`src/rtl/rf_scoreboard.sv`:
```
// Integer register file with per-register busy scoreboard and optional
// same-cycle writeback forwarding onto the two combinational read ports.
module rf_scoreboard #(
    parameter int XLEN   = 64,
    parameter int NREG   = 32,
    parameter int AW     = 5,
    parameter int BYPASS = 1
) (
    input  logic            clk,
    input  logic            nrst,
    input  logic [AW-1:0]   rd_reg1,
    input  logic [AW-1:0]   rd_reg2,
    output logic [XLEN-1:0] rd_data1,
    output logic [XLEN-1:0] rd_data2,
    output logic            rd_busy1,
    output logic            rd_busy2,
    input  logic            RegWrite,
    input  logic [AW-1:0]   write_reg,
    input  logic [XLEN-1:0] write_data,
    input  logic            issue_valid,
    input  logic [AW-1:0]   issue_reg,
    output logic [AW:0]     busy_count
);

    logic [XLEN-1:0] mem_reg [NREG];
    logic [NREG-1:0] busy_reg;
    logic [NREG-1:0] busy_next;
    logic [AW:0]     busy_count_reg;
    logic [AW:0]     busy_count_next;

    logic wr_en;
    logic iss_en;

    assign wr_en  = RegWrite    && (write_reg != '0);
    assign iss_en = issue_valid && (issue_reg != '0);

    // Set has priority over clear so a new producer overtakes an older one.
    genvar gi;
    generate
        for (gi = 0; gi < NREG; gi++) begin : g_busy
            if (gi == 0) begin : g_zero
                assign busy_next[gi] = 1'b0;
            end else begin : g_entry
                assign busy_next[gi] = (iss_en && (issue_reg == AW'(gi))) ||
                                       (busy_reg[gi] && !(wr_en && (write_reg == AW'(gi))));
            end
        end
    endgenerate

    always_comb begin
        busy_count_next = '0;
        for (int i = 0; i < NREG; i++) begin
            busy_count_next = busy_count_next + (AW+1)'(busy_next[i]);
        end
    end

    // Entry 0 is cleared by reset and never written, so it reads as zero.
    always_ff @(posedge clk) begin
        if (!nrst) begin
            busy_reg       <= '0;
            busy_count_reg <= '0;
            for (int i = 0; i < NREG; i++) begin
                mem_reg[i] <= '0;
            end
        end else begin
            busy_reg       <= busy_next;
            busy_count_reg <= busy_count_next;
            if (wr_en) begin
                mem_reg[write_reg] <= write_data;
            end
        end
    end

    assign busy_count = busy_count_reg;

    logic [AW-1:0]   rd_addr [2];
    logic [XLEN-1:0] rd_data [2];
    logic            rd_busy [2];

    assign rd_addr[0] = rd_reg1;
    assign rd_addr[1] = rd_reg2;

    generate
        for (gi = 0; gi < 2; gi++) begin : g_rd
            logic hit;
            always_comb begin
                hit         = (BYPASS != 0) && wr_en && (write_reg == rd_addr[gi]);
                rd_data[gi] = hit ? write_data : mem_reg[rd_addr[gi]];
                rd_busy[gi] = hit ? 1'b0 : busy_reg[rd_addr[gi]];
            end
        end
    endgenerate

    assign rd_data1 = rd_data[0];
    assign rd_data2 = rd_data[1];
    assign rd_busy1 = rd_busy[0];
    assign rd_busy2 = rd_busy[1];

endmodule

```
`config.mk`:
```
export PLATFORM = sky130hd
export DESIGN_NAME = rf_scoreboard
export DESIGN_NICKNAME = d
export VERILOG_FILES = /design/src/rtl/rf_scoreboard.sv
export SDC_FILE = /design/constraint.sdc
export NUM_CORES = 2
export LEC_CHECK = 0
export CAP_MARGIN = 10
export CELL_PAD_IN_SITES_DETAIL_PLACEMENT = 0
export CELL_PAD_IN_SITES_GLOBAL_PLACEMENT = 1
export CORE_ASPECT_RATIO = 1.4
export CORE_MARGIN = 5
export CORE_UTILIZATION = 54
export CTS_BUF_LIST = sky130_fd_sc_hd__clkbuf_16
export DETAILED_ROUTE_END_ITERATION = 8
export PLACE_DENSITY = 0.77
export SLEW_MARGIN = 10
export SYNTH_ARGS = -nofsm -noshare
export SYNTH_HDL_FRONTEND = slang
export SYNTH_SLANG_ARGS = --single-unit
export TNS_END_PERCENT = 50
```
`constraint.sdc`:
```
create_clock -name clk -period 8.43 [get_ports clk]
set_input_delay 1.2645 -clock clk [delete_from_list [all_inputs] [get_ports clk]]
set_output_delay 1.2645 -clock clk [all_outputs]
set_load 0.02 [all_outputs]
```
### Word level (Yosys, flattened, before mapping)

Memories as Yosys holds them, arrays and structs flattened.
Cells that the tools add are included.

| storage, ports and cells | value |
|---|---|
| flip-flop bits (word level) | 38 |
| RAM bits | 2,048 |
| input bits | 88 |
| output and inout bits | 136 |
| word-level logic and storage cells | 277 |
| memories kept | 1 |

Memories:

| name | depth | width | read ports | clocked after memory_dff | wr ports | line | source |
|---|---|---|---|---|---|---|---|
| mem_reg | 32 | 64 | 2 | 0 | 32 | 25 | `logic [XLEN-1:0] mem_reg [NREG];` |

| operators by class | value |
|---|---|
| add/sub/neg operators | 30 |
| $lt $le $gt $ge | 2 |
| equal/unequal tests | 64 |
| mux-type cells | 15 |
| reductions and logical operators | 162 |

Operators with widths:

| kind | number |
|---|---|
| two-way mux 64 bit | 3 |
| equality test 5 bit, second input constant | 32 |
| adder 6 x 1 -> 6 bit | 25 |
| logical AND 1 bit | 97 |
| equality test 5 x 4 -> 1 bit, second input constant | 16 |
| OR reduction 64 bit | 1 |
| equality test 5 x 3 -> 1 bit, second input constant | 8 |
| zero test 1 bit | 31 |
| logical OR 1 bit | 31 |
| equality test 5 x 2 -> 1 bit, second input constant | 4 |
| < comparator 5 x 6 -> 1 bit, second input constant | 2 |
| binary-select mux 1 bit (select 5 bit) | 2 |
| equality test 5 x 1 -> 1 bit, second input constant | 2 |
| equality test 5 bit | 2 |
| nonzero test 5 bit | 2 |
| two-way mux 1 bit | 9 |
| adder 5 x 1 -> 6 bit | 1 |
| adder 4 x 1 -> 5 bit | 1 |
| two-way mux 5 bit | 1 |
| adder 3 x 1 -> 4 bit | 1 |
| adder 2 x 1 -> 3 bit | 1 |
| adder 1 x 1 -> 2 bit | 1 |

### Longest topological paths before layout

| logic depth | value |
|---|---|
| word-level depth | 36 |
| gate-level depth with buffers | 23 |
| depth with buffers taken out | 22 |

### Least setup slack after synthesis

No wires, ideal clock.

| path | value |
|---|---|
| kind | input port to flip-flop |
| start | in write_reg[4] |
| end | mem mem_reg[4][0] (enable) |
| setup time | 0.574 ns |
| arrival | 6.524 ns |
| required time | 7.856 ns |
| setup slack | 1.332 ns |
| stages on the path | 4 |
| path buffers | 1 |
| cells stage by stage | buf_4 nand2b_1 or3_1 o21ai_0 |

RTL lines:

| item | line | source |
|---|---|---|
| start, declared | 18 | `input logic [AW-1:0] write_reg,` |
| end, declared | 25 |  |

### Worst setup path in the final report

| path | value |
|---|---|
| start | in write_reg[4] |
| end | out rd_data1[30] |

| between the ends | value |
|---|---|
| longest elaborated chain between the ends | 4 |
| elaborated cells on any way between the ends | 5 |
| classes of those cells | 1 x eq/ne; 1 x mux; 3 x reduce/logical |

Ends and longest elaborated chain:

| item | line | source |
|---|---|---|
| nonzero test 5 bit | 34 | `assign wr_en = RegWrite && (write_reg != '0);` |
| logical AND 1 bit | 34 |  |
| logical AND 1 bit (*) | 87 | `hit = (BYPASS != 0) && wr_en && (write_reg == rd_addr[gi]);` |
| two-way mux 64 bit (*) | 88 | `rd_data[gi] = hit ? write_data : mem_reg[rd_addr[gi]];` |
| end, declared | 13 | `output logic [XLEN-1:0] rd_data1,` |

Every way passes the cells marked *; elsewhere a longest branch is shown, timed or not.

==> implementation parameters <==
Parameter                              Value

Detailed routing
  DRC marker count from the first detailed-route iteration    13.5k
  Vias post-DR    77.0k
  DRC violation count after routing    0
  Remaining number of nets flagged by the antenna check after routing    0
  Average wire per standard cell    43.3 µm
  Final wirelength    449 mm
  Detailed Routing Iterations Pass 1    6
  Vias/cell    7.42

STA
  Slew Viols, Final    0
  Number of setup violations in the final report    0
  Aggregate negative setup slack    0 ns
  Min Hold Slack    0.632 ns
  Highest clock frequency the design can meet    139 MHz
  Final cycle utilization of the critical path    0.851
  Final Skew    0.0229 ns
  Final-report hold violation count    0
  Unrepaired setup endpoints after global routing    false
  Slew at the pin closest to its max-slew limit    1.35 ns
  Final worst setup slack    1.26 ns
  Normalized max-slew margin    0.0984
  Minimum period implied by the final worst setup slack    7.17 ns

Yosys
  Primary flip-flop cell chosen by synthesis mapping    edfxtp_1
  Number of warnings reported in the yosys synthesis log    0
  Flip-flop and latch count after synthesis    2085
  Sequential element share of the synthesized area    0.558
  Most frequent cell after synthesis    edfxtp_1
  Yosys top cell area share    0.551
  Most area-consuming cells after synthesis    edfxtp_1, mux4_2, and2_1
  Fraction of synthesis flops using an asynchronous set or reset pin    0
  Count of mapped cells out of synthesis    7530
  Biggest area consumer among synthesized cells    edfxtp_1
  Cell types with the highest counts after synthesis    edfxtp_1, and2_1, mux4_2
  Netlist cell types    67
  EDFF count, synth    2048
  Synthesized area per cell    14.8 µm²
  Area of the mapped netlist    112000 µm²

Floorplanning
  Core area    206000 µm²
  Die span in y    548 µm
  Die outline area    216000 µm²
  I/O pins    224
  Die Wd    394 µm
  Std cell rows    197
  Effective utilization at floorplan    0.542

CTS
  Clock latency on the worst-skew pair    0.87 ns
  Clock transition time at the flip-flop clock pins of the worst setup and hold paths    0.06 ns
  Clock Tree Buf Depth    4
  Root buffer cell    clkbuf_16
  CTS Buf Count    212
  Postcts setup bufs    0
  Post_cts resized    0
  Number of sinks handled by clock tree synthesis    2085
  Hold buffer count at CTS    0
  Count of H-tree levels built during CTS    4
  TritonCTS clock tree    built

Power
  IR Drop Worst-Case VDD    0.173 mV
  Power per Cell Area    204 nW/µm²
  Reported leakage power    42.3 nW

Global routing
  Tot GR Track Use    0.410
  Vias in the first global route    76.3k
  Global-route wire length before repair    613 mm
  Total gr overflow    0
  Largest net degree at the start of global routing    111
  Initial antenna violation count    69

Layout
  Final cell area excluding filler cells    123000 µm²
  Non-filler instance count after layout    10.4k
  Area taken by multi-input logic gates    46200 µm²
  Area Overhead vs Synth    10.7%
  Share of final-layout standard cells stronger than drive strength 1    0.211
  Max FFs per register    2048
  Footprint of the flip-flops and latches    62200 µm²
  Fill count    15.4k
  Layout Nets    7601

Place
  Post-Place Cell Area    117000 µm²
  DP Worst Slack    0.660 ns
  DP Wirelength    254 mm
  Post-placement cell count    9955
  Routability congestion estimate    0.912
  Number of port buffers    223

Setup path
  Crit path capture type    output port
  Dominant cell type by count on the critical path    clkdlybuf4s50_1
  Cell with the largest stage delay on the worst path    or4_4
  Critical Path, Cell by Cell    clkdlybuf4s50_1, buf_4, or3_1, o21ai_2, or4_4, buf_12, a31oi_1, clkdlybuf4s50_1
  Req. time, crit path    7.17 ns
  Setup Crit Path Kind    in2out
  Kind of launch point of the worst setup path    input port
  Delay contributed by the slowest stage of the critical path    0.83 ns
  Maximum fanout encountered on the critical timing path    53
  Worst path arrival time    5.91 ns

Worst hold path
  Path class of the lowest-slack min-delay path    reg2reg

Status
  Status    completed

Job
  Number of max-cap violations    0
==> metal layers <==
layer,up-vias,wire [µm],global-route usage
met2,7368,200000,0.618
li1,28900,-,-
met3,1893,69100,0.138
met1,38800,144000,0.512
met5,-,198,0
met4,30,35300,0.263
==> power by group <==
group	switching [mW]	internal, mW
combinational	2.19	1.36
clock	4.15	5.20
sequential	0.298	12.0
==> cells in the final DEF, fill, tap and decap left out, types with 52 or more instances in the layout <==
cell type	netlist	routed
clkinv_1	0	52
inv_1	27	72
edfxtp_1	2048	2048
o21ai_0	124	120
mux4_2	952	952
a21oi_1	237	235
nor2_1	149	133
and2_1	2012	2009
conb_1	1	64
clkbuf_16	0	213
o221ai_1	90	90
o22ai_1	115	115
buf_4	59	230
mux2i_1	246	246
a22oi_1	228	228
clkdlybuf4s50_1	0	212
==> through the flow <==
step | util | total power [mW]
5_1_grt | 0.600 | 25.7
3_5_place_dp | 0.567 | 15.9
3_3_place_gp | 0.567 | 15.8
6_report | 0.600 | 25.2
4_1_cts | 0.599 | 25.1
2_1_floorplan | - | 14.4
==> worst max-delay path: cells and delay by family <==
family,cells,cell delay (ns)
AOI/OAI and AO/OA,2,0.77
and+or+nand+nor,2,1.40
buffers and inverters,4,2.27
==> area by class of cell <==
| class | count | share of cell area |
|---|---|---|
| Sequential cell | 2085 | 0.504 |
| Multi-Input combinational cell | 4661 | 0.374 |
| Clock buffer | 213 | 0.0432 |
| Timing Repair Buffer | 494 | 0.0392 |
| Tap cell | 2686 | 0.0272 |
| Clock inverter | 166 | 0.0105 |
| Inverter | 29 | 0.000942 |
| Antenna cell | 40 | 0.000811 |
==> path summary, 6_finish.rpt <==
kind	start	end	slack, ns	cells after the start
max	write_reg[4]	rd_data1[30]	1.26	8
max reg2reg	busy_reg[28]	busy_count[4]	3.15	18
min	busy_reg[1]	busy_reg[1]	0.63	2
min reg2reg	busy_reg[1]	busy_reg[1]	0.63	2
==> cells by family after synthesis <==
kind of cell / share of synthesized area
muxes: 0.215
AOI/OAI and AO/OA: 0.0575
and+or+nand+nor: 0.129
other: 0.0000336
adders and majority gates: 0.00491
DFF: 0.558
xor gates and xnor gates: 0.00102
buffers and inverters: 0.0353
(Power assumes the default switching activity.)
